--- config.mk ---
export PLATFORM = sky130hd
export DESIGN_NAME = fp_add_sequencer_flat
export DESIGN_NICKNAME = d
export VERILOG_FILES = /design/src/rtl/fp_add_sequencer_if.sv /design/src/rtl/fp_add_sequencer.sv /design/src/flat_wrapper.sv
export SDC_FILE = /design/constraint.sdc
export NUM_CORES = 1
export LEC_CHECK = 0
export BUFFER_PORTS_ARGS = -buffer_cell sky130_fd_sc_hd__buf_2
export CAP_MARGIN = 40
export CORE_UTILIZATION = 48
export DETAILED_ROUTE_END_ITERATION = 16
export GPL_ROUTABILITY_DRIVEN = 0
export PLACE_DENSITY = 0.68
export SLEW_MARGIN = 20
export SYNTH_ARGS = -nofsm -noshare
export SYNTH_HDL_FRONTEND = slang
export SYNTH_SLANG_ARGS = --single-unit
--- constraint.sdc ---
create_clock -name clock -period 18.2 [get_ports clock]
set_clock_uncertainty 0.05 [all_clocks]
set_input_delay 2.73 -clock clock [delete_from_list [all_inputs] [get_ports clock]]
set_output_delay 2.73 -clock clock [all_outputs]
set_load 0.005 [all_outputs]
--- src/rtl/fp_add_sequencer_if.sv ---
// Handshake and result bundle between a host and the single-precision FP add sequencer.
// The host drives operands and the consumer ready; the sequencer returns the result and flags.
interface fp_add_sequencer_if;
    logic [31:0] operandA;
    logic [31:0] operandB;
    logic        inValid;
    logic        inReady;
    logic [31:0] result;
    logic        outValid;
    logic        outReady;
    logic        overflow;
    logic        invalid;
    logic        busy;

    modport master (
        output operandA, operandB, inValid, outReady,
        input  inReady, result, outValid, overflow, invalid, busy
    );

    modport slave (
        input  operandA, operandB, inValid, outReady,
        output inReady, result, outValid, overflow, invalid, busy
    );
endinterface

--- src/rtl/fp_add_sequencer.sv ---
// Multi-cycle binary32 adder sequencer: align, add, normalize (one bit per cycle), round-to-nearest-even.
// One transaction in flight; result and flags are registered and held until the consumer accepts them.
module fp_add_sequencer #(
    parameter logic [31:0] NAN_VALUE       = 32'h7FC0_0000,
    parameter bit          FLUSH_SUBNORMAL = 1'b0
) (
    input logic               clock,
    input logic               reset,
    fp_add_sequencer_if.slave bus
);

    typedef enum logic [2:0] {
        IDLE  = 3'd0,
        ALIGN = 3'd1,
        ADD   = 3'd2,
        NORM  = 3'd3,
        ROUND = 3'd4,
        DONE  = 3'd5
    } state_t;

    // Right-shift a 24-bit significand into a {mant, G, R, S} field, collapsing shifted-out bits into S.
    function automatic logic [26:0] align_shift(input logic [23:0] sig, input logic [7:0] shamt);
        logic [49:0] ext;
        logic [49:0] shifted;
        if (shamt > 8'd26) begin
            align_shift = {26'd0, |sig};
        end else begin
            ext         = {sig, 26'd0};
            shifted     = ext >> shamt;
            align_shift = {shifted[49:24], |shifted[23:0]};
        end
    endfunction

    function automatic logic [31:0] pack_inf(input logic sgn);
        pack_inf = {sgn, 8'hFF, 23'd0};
    endfunction

    state_t      state_r;
    state_t      state_next;

    logic [31:0] op_a_r;
    logic [31:0] op_b_r;
    logic [26:0] mant_big_r;
    logic [26:0] mant_small_r;
    logic        sign_big_r;
    logic        sign_small_r;
    logic [7:0]  exp_r;
    logic        sign_r;
    logic [27:0] work_r;

    logic [31:0] op_a_next;
    logic [31:0] op_b_next;
    logic [26:0] mant_big_next;
    logic [26:0] mant_small_next;
    logic        sign_big_next;
    logic        sign_small_next;
    logic [7:0]  exp_next;
    logic        sign_next;
    logic [27:0] work_next;

    logic [31:0] result_r;
    logic        overflow_r;
    logic        invalid_r;
    logic        out_valid_r;
    logic        in_ready_r;
    logic        busy_r;

    logic        load_done_s;
    logic [31:0] done_result_s;
    logic        done_ovf_s;
    logic        done_inv_s;
    logic        handshake_s;

    logic [7:0]  exp_a_s;
    logic [7:0]  exp_b_s;
    logic        sign_a_s;
    logic        sign_b_s;
    logic        nan_a_s;
    logic        nan_b_s;
    logic        inf_a_s;
    logic        inf_b_s;
    logic [23:0] sig_a_s;
    logic [23:0] sig_b_s;
    logic [7:0]  eff_exp_a_s;
    logic [7:0]  eff_exp_b_s;
    logic        round_inc_s;
    logic [24:0] rounded_s;

    assign exp_a_s  = op_a_r[30:23];
    assign exp_b_s  = op_b_r[30:23];
    assign sign_a_s = op_a_r[31];
    assign sign_b_s = op_b_r[31];
    assign nan_a_s  = (exp_a_s == 8'hFF) && (op_a_r[22:0] != 23'd0);
    assign nan_b_s  = (exp_b_s == 8'hFF) && (op_b_r[22:0] != 23'd0);
    assign inf_a_s  = (exp_a_s == 8'hFF) && (op_a_r[22:0] == 23'd0);
    assign inf_b_s  = (exp_b_s == 8'hFF) && (op_b_r[22:0] == 23'd0);

    // Exponent-0 operands carry no hidden bit and sit at effective exponent 1 (or become zero when flushing).
    assign sig_a_s     = (FLUSH_SUBNORMAL && (exp_a_s == 8'd0)) ? 24'd0 : {(exp_a_s != 8'd0), op_a_r[22:0]};
    assign sig_b_s     = (FLUSH_SUBNORMAL && (exp_b_s == 8'd0)) ? 24'd0 : {(exp_b_s != 8'd0), op_b_r[22:0]};
    assign eff_exp_a_s = (exp_a_s == 8'd0) ? 8'd1 : exp_a_s;
    assign eff_exp_b_s = (exp_b_s == 8'd0) ? 8'd1 : exp_b_s;

    // work_r layout: [27] carry, [26] leading bit, [25:3] fraction, [2] G, [1] R, [0] S.
    assign round_inc_s = work_r[2] & (work_r[1] | work_r[0] | work_r[3]);
    assign rounded_s   = {1'b0, work_r[26:3]} + {24'd0, round_inc_s};

    assign handshake_s = (state_r == DONE) && out_valid_r && bus.outReady;

    // Next-state and datapath next values for every sequencing state.
    always_comb begin
        state_next      = state_r;
        op_a_next       = op_a_r;
        op_b_next       = op_b_r;
        mant_big_next   = mant_big_r;
        mant_small_next = mant_small_r;
        sign_big_next   = sign_big_r;
        sign_small_next = sign_small_r;
        exp_next        = exp_r;
        sign_next       = sign_r;
        work_next       = work_r;
        load_done_s     = 1'b0;
        done_result_s   = 32'h0000_0000;
        done_ovf_s      = 1'b0;
        done_inv_s      = 1'b0;
        case (state_r)
            IDLE: begin
                if (bus.inValid && in_ready_r) begin
                    op_a_next  = bus.operandA;
                    op_b_next  = bus.operandB;
                    state_next = ALIGN;
                end else begin
                    state_next = IDLE;
                end
            end
            ALIGN: begin
                if ((exp_a_s == 8'hFF) || (exp_b_s == 8'hFF)) begin
                    load_done_s = 1'b1;
                    state_next  = DONE;
                    if (nan_a_s || nan_b_s || (inf_a_s && inf_b_s && (sign_a_s != sign_b_s))) begin
                        done_result_s = NAN_VALUE;
                        done_inv_s    = 1'b1;
                    end else if (inf_a_s) begin
                        done_result_s = pack_inf(sign_a_s);
                    end else begin
                        done_result_s = pack_inf(sign_b_s);
                    end
                end else if (eff_exp_a_s >= eff_exp_b_s) begin
                    mant_big_next   = {sig_a_s, 3'b000};
                    mant_small_next = align_shift(sig_b_s, eff_exp_a_s - eff_exp_b_s);
                    sign_big_next   = sign_a_s;
                    sign_small_next = sign_b_s;
                    exp_next        = eff_exp_a_s;
                    state_next      = ADD;
                end else begin
                    mant_big_next   = {sig_b_s, 3'b000};
                    mant_small_next = align_shift(sig_a_s, eff_exp_b_s - eff_exp_a_s);
                    sign_big_next   = sign_b_s;
                    sign_small_next = sign_a_s;
                    exp_next        = eff_exp_b_s;
                    state_next      = ADD;
                end
            end
            ADD: begin
                if (sign_big_r == sign_small_r) begin
                    work_next  = {1'b0, mant_big_r} + {1'b0, mant_small_r};
                    sign_next  = sign_a_s;
                    state_next = NORM;
                end else if (mant_big_r > mant_small_r) begin
                    work_next  = {1'b0, mant_big_r - mant_small_r};
                    sign_next  = sign_big_r;
                    state_next = NORM;
                end else if (mant_big_r < mant_small_r) begin
                    work_next  = {1'b0, mant_small_r - mant_big_r};
                    sign_next  = sign_small_r;
                    state_next = NORM;
                end else begin
                    load_done_s   = 1'b1;
                    done_result_s = 32'h0000_0000;
                    state_next    = DONE;
                end
            end
            NORM: begin
                if (work_r[27]) begin
                    if (exp_r == 8'd254) begin
                        load_done_s   = 1'b1;
                        done_result_s = pack_inf(sign_r);
                        done_ovf_s    = 1'b1;
                        state_next    = DONE;
                    end else begin
                        work_next  = {1'b0, work_r[27:2], work_r[1] | work_r[0]};
                        exp_next   = exp_r + 8'd1;
                        state_next = ROUND;
                    end
                end else if (!work_r[26] && (exp_r > 8'd1)) begin
                    work_next  = {work_r[26:0], 1'b0};
                    exp_next   = exp_r - 8'd1;
                    state_next = NORM;
                end else begin
                    state_next = ROUND;
                end
            end
            ROUND: begin
                load_done_s = 1'b1;
                state_next  = DONE;
                if (rounded_s[24]) begin
                    if (exp_r == 8'd254) begin
                        done_result_s = pack_inf(sign_r);
                        done_ovf_s    = 1'b1;
                    end else begin
                        done_result_s = {sign_r, exp_r + 8'd1, 23'd0};
                    end
                end else if (!rounded_s[23]) begin
                    // Leading bit still clear here means a subnormal result, encoded with exponent 0.
                    if (FLUSH_SUBNORMAL) begin
                        done_result_s = {sign_r, 31'd0};
                    end else begin
                        done_result_s = {sign_r, 8'd0, rounded_s[22:0]};
                    end
                end else begin
                    done_result_s = {sign_r, exp_r, rounded_s[22:0]};
                end
            end
            DONE: begin
                if (handshake_s) begin
                    state_next = IDLE;
                end else begin
                    state_next = DONE;
                end
            end
            default: begin
                state_next = IDLE;
            end
        endcase
    end

    // State register.
    always_ff @(posedge clock or posedge reset) begin
        if (reset) begin
            state_r <= IDLE;
        end else begin
            state_r <= state_next;
        end
    end

    // Operand and stage registers carried between sequencing states.
    always_ff @(posedge clock or posedge reset) begin
        if (reset) begin
            op_a_r       <= 32'd0;
            op_b_r       <= 32'd0;
            mant_big_r   <= 27'd0;
            mant_small_r <= 27'd0;
            sign_big_r   <= 1'b0;
            sign_small_r <= 1'b0;
            exp_r        <= 8'd0;
            sign_r       <= 1'b0;
            work_r       <= 28'd0;
        end else begin
            op_a_r       <= op_a_next;
            op_b_r       <= op_b_next;
            mant_big_r   <= mant_big_next;
            mant_small_r <= mant_small_next;
            sign_big_r   <= sign_big_next;
            sign_small_r <= sign_small_next;
            exp_r        <= exp_next;
            sign_r       <= sign_next;
            work_r       <= work_next;
        end
    end

    // Registered outputs; outValid rises the cycle after DONE is entered and drops after the accept.
    always_ff @(posedge clock or posedge reset) begin
        if (reset) begin
            result_r    <= 32'd0;
            overflow_r  <= 1'b0;
            invalid_r   <= 1'b0;
            out_valid_r <= 1'b0;
            in_ready_r  <= 1'b1;
            busy_r      <= 1'b0;
        end else begin
            in_ready_r  <= (state_next == IDLE);
            busy_r      <= (state_next != IDLE);
            out_valid_r <= (state_r == DONE) && !handshake_s;
            if (load_done_s) begin
                result_r   <= done_result_s;
                overflow_r <= done_ovf_s;
                invalid_r  <= done_inv_s;
            end else if (handshake_s) begin
                overflow_r <= 1'b0;
                invalid_r  <= 1'b0;
            end else begin
                overflow_r <= overflow_r;
                invalid_r  <= invalid_r;
            end
        end
    end

    assign bus.inReady  = in_ready_r;
    assign bus.result   = result_r;
    assign bus.outValid = out_valid_r;
    assign bus.overflow = overflow_r;
    assign bus.invalid  = invalid_r;
    assign bus.busy     = busy_r;

endmodule
--- src/flat_wrapper.sv ---
// flat-port wrapper written by rule: the top's interface ports become plain ports
module fp_add_sequencer_flat 
#(
    parameter logic [31:0] NAN_VALUE       = 32'h7FC0_0000,
    parameter bit          FLUSH_SUBNORMAL = 1'b0
)
  (clock, reset, bus_operandA, bus_operandB, bus_inValid, bus_outReady, bus_inReady, bus_result, bus_outValid, bus_overflow, bus_invalid, bus_busy);
  fp_add_sequencer_if bus_i ();
  input logic clock;
  input logic reset;
  input wire logic [$bits(bus_i.operandA)-1:0] bus_operandA;
  input wire logic [$bits(bus_i.operandB)-1:0] bus_operandB;
  input wire logic [$bits(bus_i.inValid)-1:0] bus_inValid;
  input wire logic [$bits(bus_i.outReady)-1:0] bus_outReady;
  output wire logic [$bits(bus_i.inReady)-1:0] bus_inReady;
  output wire logic [$bits(bus_i.result)-1:0] bus_result;
  output wire logic [$bits(bus_i.outValid)-1:0] bus_outValid;
  output wire logic [$bits(bus_i.overflow)-1:0] bus_overflow;
  output wire logic [$bits(bus_i.invalid)-1:0] bus_invalid;
  output wire logic [$bits(bus_i.busy)-1:0] bus_busy;
  assign bus_i.operandA = bus_operandA;
  assign bus_i.operandB = bus_operandB;
  assign bus_i.inValid = bus_inValid;
  assign bus_i.outReady = bus_outReady;
  assign bus_inReady = bus_i.inReady;
  assign bus_result = bus_i.result;
  assign bus_outValid = bus_i.outValid;
  assign bus_overflow = bus_i.overflow;
  assign bus_invalid = bus_i.invalid;
  assign bus_busy = bus_i.busy;
  fp_add_sequencer #(.NAN_VALUE(NAN_VALUE), .FLUSH_SUBNORMAL(FLUSH_SUBNORMAL)) u_core (.clock(clock), .reset(reset), .bus(bus_i));
endmodule
==> impl_metrics.env, run 1 <==
export IMPL_clk_latency_ns=0.46
export IMPL_yosysSeqAreaShare_pct=29.2
export IMPL_die_width_um=188
export IMPL_nets=2227
export IMPL_grt_max_degree=123
export IMPL_syn_inst=2056
export IMPL_rsz0062_at_grt="false"
export IMPL_drive_gt1_share_pct=13.7
export IMPL_routed_wl_um=52000
export IMPL_cts_clk_slew_worst_paths_ns=0.08
export IMPL_critical_path_class="reg -> reg"
export IMPL_hold_depth=2
export IMPL_antenna_found_initial=1
export IMPL_outcome="finished clean"
export IMPL_cts_buffer_depth=2
export IMPL_final_cell_mix="nand2_1 (249), o21ai_0 (201), dfrtp_1 (193)"
export IMPL_vias=16000
export IMPL_yosysTopAreaCellShare_pct=29.0
export IMPL_coreArea_sq_um=33900
export IMPL_setup_violations=0
export IMPL_dr_first_iter_drc_count=2133
export IMPL_io_buffers=104
export IMPL_grt_pass1_wl_um=83200
export IMPL_gr_total_overflow=0
export IMPL_synth_distinct_cells=93
export IMPL_fin_setup_tns_ns=0
export IMPL_postCtsHoldBufs=0
export IMPL_r2r_end="u_core.mant_small_r[0]$_DFFE_PP0P_"
export IMPL_period_minus_slack_ns=5.49
export IMPL_syn_cell_area_sq_um=16700
export IMPL_ctsResizeCount=0
export IMPL_min_period_over_period_pct=30.1
export IMPL_required_ns=18.47
export IMPL_numClockSinks=194
export IMPL_synth_largest_area_cell="dfrtp_1"
export IMPL_cts_setup_buffers=0
export IMPL_arrival_ns=5.76
export IMPL_cts_root_buffer="clkbuf_16"
export IMPL_synth_area_leaders="dfrtp_1 (29%), ha_1 (6.5%), o21ai_0 (6.0%)"
export IMPL_layout_commonest_cell="nand2_1"
export IMPL_start_util_pct=49.2
export IMPL_io_pins=105
export IMPL_die_y_um=188
export IMPL_crit_fanout=35
export IMPL_worst_pin_slew_ns=1.03
export IMPL_ys_async_sr_fraction_pct=100
export IMPL_drc=0
export IMPL_critical_path_max_stage_delay_ns=0.87
export IMPL_min_from="u_core.bus.result[6]$_DFFE_PP0P_"
export IMPL_numCtsBuffers=17
export IMPL_track_usage_pct=29.3
export IMPL_area_growth_pct=9.05
export IMPL_min_to="u_core.bus.result[6]$_DFFE_PP0P_"
export IMPL_cts_tree="built"
export IMPL_synth_edf_count=0
export IMPL_antenna_left=0
export IMPL_first_pass_iters=9
export IMPL_crit_chain="or4_1 > nor2_4 > or2_2 > inv_1 > ha_1 > inv_1 > fa_1 > buf_4 > clkinv_1 > nor2_1 > a222oi_1 > nand2_1 > o21ai_1 > nand3_1 > o22ai_1 > nand4b_1 > a22o_1 > a211oi_1 > o22ai_1"
export IMPL_cp_start_kind="flip-flop"
export IMPL_wl_per_cell_um=20.5
export IMPL_rows=67
export IMPL_hold_path_class="reg -> reg"
export IMPL_slew_limit_headroom_pct=31.2
export IMPL_dp_hpwl_um=39300
export IMPL_fmax_ghz=0.182
export IMPL_ys_ff_latch=194
export IMPL_avgViaCountPerCell=6.33
export IMPL_slowest_stage="a222oi_1"
export IMPL_ys_warn_count=0
export IMPL_endpoint_kind="flip-flop"
export IMPL_dieArea_sq_um=35400
export IMPL_syn_area_per_cell_sq_um=8.10
export IMPL_r2r_cells=19
export IMPL_htree_num_levels=4
export IMPL_timing_rr_start="u_core.op_b_r[24]$_DFFE_PP0P_"
export IMPL_rrSetupSlack_ns=12.71
export IMPL_finalHoldViolations=0
export IMPL_synthesis_nets=2215
export IMPL_grt_pass1_vias=15100
export IMPL_synth_main_ff_cell="dfrtp_1"
export IMPL_report_final_slew_viol_count=0
export IMPL_maxCapViolations=0
[worst max path at each step]
stage	start	endpoint	slack [ns]
6_report	u_core.op_b_r[24]$_DFFE_PP0P_	u_core.mant_small_r[0]$_DFFE_PP0P_	12.71
5_1_grt	u_core.op_a_r[28]$_DFFE_PP0P_	u_core.mant_small_r[0]$_DFFE_PP0P_	12.46
4_1_cts	u_core.op_a_r[28]$_DFFE_PP0P_	u_core.mant_small_r[0]$_DFFE_PP0P_	12.91
3_5_place_dp	u_core.op_a_r[28]$_DFFE_PP0P_	u_core.mant_small_r[0]$_DFFE_PP0P_	12.94
3_3_place_gp	u_core.op_a_r[28]$_DFFE_PP0P_	u_core.mant_small_r[0]$_DFFE_PP0P_	12.65
2_1_floorplan	reset	u_core.bus.busy$_DFF_PP0_	10.14
[sequential cells by signal, indices dropped and copies added (netlist names), 3 cells and up]
name / flops
u_core.work_r: 28
u_core.state_r: 3
u_core.op_b_r: 32
u_core.mant_big_r: 24
u_core.bus.result: 32
u_core.mant_small_r: 27
u_core.exp_r: 8
u_core.op_a_r: 32
[kinds of logic after synthesis]
family / count (synthesis) / synth area share [%]
flip-flops: 194 / 29.2
XOR/XNOR: 73 / 4.18
buffers and inverters: 256 / 6.35
AND/OR/NAND/NOR: 650 / 18.0
multiplexers: 175 / 11.6
adder cells (fa/ha/maj): 94 / 7.20
AO/OA/AOI/OAI: 614 / 23.5
[synth_stat cells, types with 21 or more instances]
library cell and n:
inv_1 111, ha_1 87, xor2_1 23, o211ai_1 25
a211oi_1 30, nand3_1 51, clkbuf_1 87, a21oi_1 139
dfrtp_1 193, nor3_1 35, a31oi_1 21, nand2_1 249
xnor2_1 44, nor2_1 158, a21o_1 25, o21ai_0 201
mux2i_1 98, nor4_1 25, mux2_2 70, nand4_1 24
buf_2 35
[layout make-up]
class	count	area, sq um
inverters	115	439
flip-flops and latches	194	4860
well taps	448	561
diodes	1	2.50
multi-input cells	1606	10800
fillers	3269	15700
clock buffers	17	425
clock inverters	15	171
repair buffers	134	882
[through the flow]
step / instances / hold slack [ns] / utilization, % / worst slack [ns] / area, sq um
after global placement: 2487 / 0.408 / 51.2 / 12.65 / 17300
after detailed placement: 2494 / 0.416 / 51.7 / 12.94 / 17500
after global routing: 2529 / 0.455 / 53.6 / 12.46 / 18200
final: 2530 / 0.429 / 53.6 / 12.71 / 18200
after floorplan: 2056 / 0.399 / - / 10.14 / 16700
after CTS: 2526 / 0.433 / 53.4 / 12.91 / 18100
[worst max-delay path, delay by kind of cell, from the launching register on]
kind	cells	cell delay (ns)
buf+inv	4	0.64
fa+ha+maj	2	0.58
flops	1	0.47
simple gates	7	1.55
compound gates	6	2.05
[routing by layer]
layer	part of all wire [%]	up-vias	global-route usage (%)
li1	-	7456	-
met1	43	7611	39.9
met2	45	795	45.9
met3	7.9	146	4.88
met4	4.4	2	12.7
met5	0.025	-	0
Power of run 1 is not shown: default switching activity piles up to over one toggle a cycle in this logic, so the estimate is an artifact.
==> inputs of run 2 (changes only) <==
--- a/config.mk
+++ b/config.mk
@@ -10,7 +10,7 @@
 export CORE_UTILIZATION = 48
 export DETAILED_ROUTE_END_ITERATION = 16
 export GPL_ROUTABILITY_DRIVEN = 0
-export PLACE_DENSITY = 0.68
+export PLACE_DENSITY = 0.71
 export SLEW_MARGIN = 20
 export SYNTH_ARGS = -nofsm -noshare
 export SYNTH_HDL_FRONTEND = slang
==> constraint.sdc (replaced) <==
create_clock -name clock -period 4.9 [get_ports clock]
set_clock_uncertainty 0.05 [all_clocks]
set_input_delay 0.735 -clock clock [delete_from_list [all_inputs] [get_ports clock]]
set_output_delay 0.735 -clock clock [all_outputs]
set_load 0.005 [all_outputs]
==> run 2 against run 1 <==
  * Worst setup slack got worse by 13 ns
  * Critical path depth shrank 2
  * Clock-buffer cell count is 1 higher
  * Non-clock buffer count is 25 higher
==> impl_metrics.env, run 2 (synthesis results as in run 1) <==
export IMPL_crit_fanout=15
export IMPL_drc=0
export IMPL_htree_num_levels=4
export IMPL_routed_wl_um=51700
export IMPL_endpoint_kind="flip-flop"
export IMPL_slew_limit_headroom_pct=44.9
export IMPL_io_pins=105
export IMPL_r2r_cells=17
export IMPL_cts_setup_buffers=0
export IMPL_first_pass_iters=6
export IMPL_rows=67
export IMPL_dieArea_sq_um=35400
export IMPL_track_usage_pct=29.0
export IMPL_setup_violations=0
export IMPL_period_minus_slack_ns=4.74
export IMPL_fmax_ghz=0.211
export IMPL_outcome="finished clean"
export IMPL_rsz0062_at_grt="false"
export IMPL_timing_rr_start="u_core.op_b_r[24]$_DFFE_PP0P_"
export IMPL_worst_pin_slew_ns=0.818
export IMPL_fin_cells=2553
export IMPL_arrival_ns=5.00
export IMPL_setup_slack_ns=0.164
export IMPL_r2r_end="u_core.mant_small_r[0]$_DFFE_PP0P_"
export IMPL_io_buffers=104
export IMPL_report_final_slew_viol_count=0
export IMPL_cts_root_buffer="clkbuf_16"
export IMPL_avgViaCountPerCell=6.38
export IMPL_cts_buffer_depth=2
export IMPL_fin_setup_tns_ns=0
export IMPL_dp_hpwl_um=39100
export IMPL_antenna_found_initial=2
export IMPL_cts_clk_slew_worst_paths_ns=0.07
export IMPL_dpl_cell_area_sq_um=17600
export IMPL_layout_commonest_cell="nand2_1"
export IMPL_numPlacedInstances=2518
export IMPL_grt_pass1_vias=15200
export IMPL_coreArea_sq_um=33900
export IMPL_critical_path_class="reg -> reg"
export IMPL_die_y_um=188
export IMPL_maxCapViolations=0
export IMPL_wl_per_cell_um=20.3
export IMPL_drive_gt1_share_pct=14.8
export IMPL_clk_latency_ns=0.47
export IMPL_vias=16300
export IMPL_area_growth_pct=10.1
export IMPL_rrSetupSlack_ns=0.16
export IMPL_numClockSinks=194
export IMPL_dpl_worst_slack_ns=-0.0119
export IMPL_required_ns=5.17
export IMPL_finalHoldViolations=0
export IMPL_antenna_left=0
export IMPL_critical_path_max_stage_delay_ns=0.62
export IMPL_cts_tree="built"
export IMPL_final_cell_mix="nand2_1 (249), o21ai_0 (200), dfrtp_1 (193)"
export IMPL_hold_path_class="in -> async"
export IMPL_die_width_um=188
export IMPL_fillers=3218
export IMPL_cp_start_kind="flip-flop"
export IMPL_start_util_pct=49.2
export IMPL_design_area_sq_um=18300
export IMPL_min_period_over_period_pct=96.7
export IMPL_gr_total_overflow=0
export IMPL_num_antenna_cells=0
export IMPL_dr_first_iter_drc_count=1944
export IMPL_crit_chain="or4_1 > nor2_4 > or2_2 > inv_1 > ha_1 > inv_1 > fa_2 > xor2_4 > buf_4 > mux2i_1 > o22ai_1 > or3_1 > o21a_1 > nor4_1 > nor3b_1 > a211oi_1 > o22ai_1"
export IMPL_grt_max_degree=122
export IMPL_slowest_stage="or4_1"
export IMPL_grt_pass1_wl_um=82200
export IMPL_numCtsBuffers=17
export IMPL_nets=2252
run 2: what timing repair did:
action | 4_1_cts | 5_1_grt
endpoints found under the setup margin | 1 | 1
resized for setup | 1 | 4
endpoints found under the hold margin | 0 | 0
pin swaps | 0 | 0
hold buffers | 0 | 0
run 2: how the worst max path moves through the flow:
stage,slack (ns),endpoint,depth (start not counted),from
floorplan,0.65,u_core.mant_small_r[0]$_DFFE_PP0P_,17,u_core.op_a_r[28]$_DFFE_PP0P_
global placement,0.17,u_core.mant_small_r[0]$_DFFE_PP0P_,17,u_core.op_a_r[27]$_DFFE_PP0P_
detailed placement,-0.01,u_core.mant_small_r[0]$_DFFE_PP0P_,17,u_core.op_a_r[27]$_DFFE_PP0P_
CTS,0.14,u_core.mant_small_r[0]$_DFFE_PP0P_,18,u_core.op_a_r[27]$_DFFE_PP0P_
global route,0.009,u_core.mant_small_r[0]$_DFFE_PP0P_,17,u_core.op_b_r[24]$_DFFE_PP0P_
finish,0.16,u_core.mant_small_r[0]$_DFFE_PP0P_,17,u_core.op_b_r[24]$_DFFE_PP0P_
run 2: stage by stage:
stage / util (%) / hold slack, ns
6_report: 54.1 / 0.211
5_1_grt: 54.1 / 0.235
2_1_floorplan: - / 0.399
4_1_cts: 53.9 / 0.213
3_3_place_gp: 51.9 / 0.409
3_5_place_dp: 52.1 / 0.416
run 2: cell type report:
class,instances,area [sq um],share of cell area (%)
Sequential cell,194,4860,26.5
Clock inverter,13,173,0.942
Multi-Input combinational cell,1606,10800,59.2
Timing Repair Buffer,159,1030,5.63
Tap cell,448,561,3.06
Clock buffer,18,429,2.34
Inverter,115,435,2.38
run 2: worst max-delay path, delay by kind of cell (launching register included):
kind,cells,cell delay (ns)
AOI/OAI and AO/OA,4,0.88
xor gates and xnor gates,1,0.16
adders and majority gates,2,0.54
buffers and inverters,3,0.38
DFF,1,0.48
muxes,1,0.40
and+or+nand+nor,6,1.69
run 2: metal layers:
layer	global-route usage (%)	vias up	share of wire, %	wire length, um
met4	11.9	0	3.9	2040
met1	38.7	7730	42	21800
met5	0	-	0	0
met2	45.9	879	45	23300
li1	-	7509	-	-
met3	5.72	170	8.9	4600
Power of run 2 is left out for the same reason.
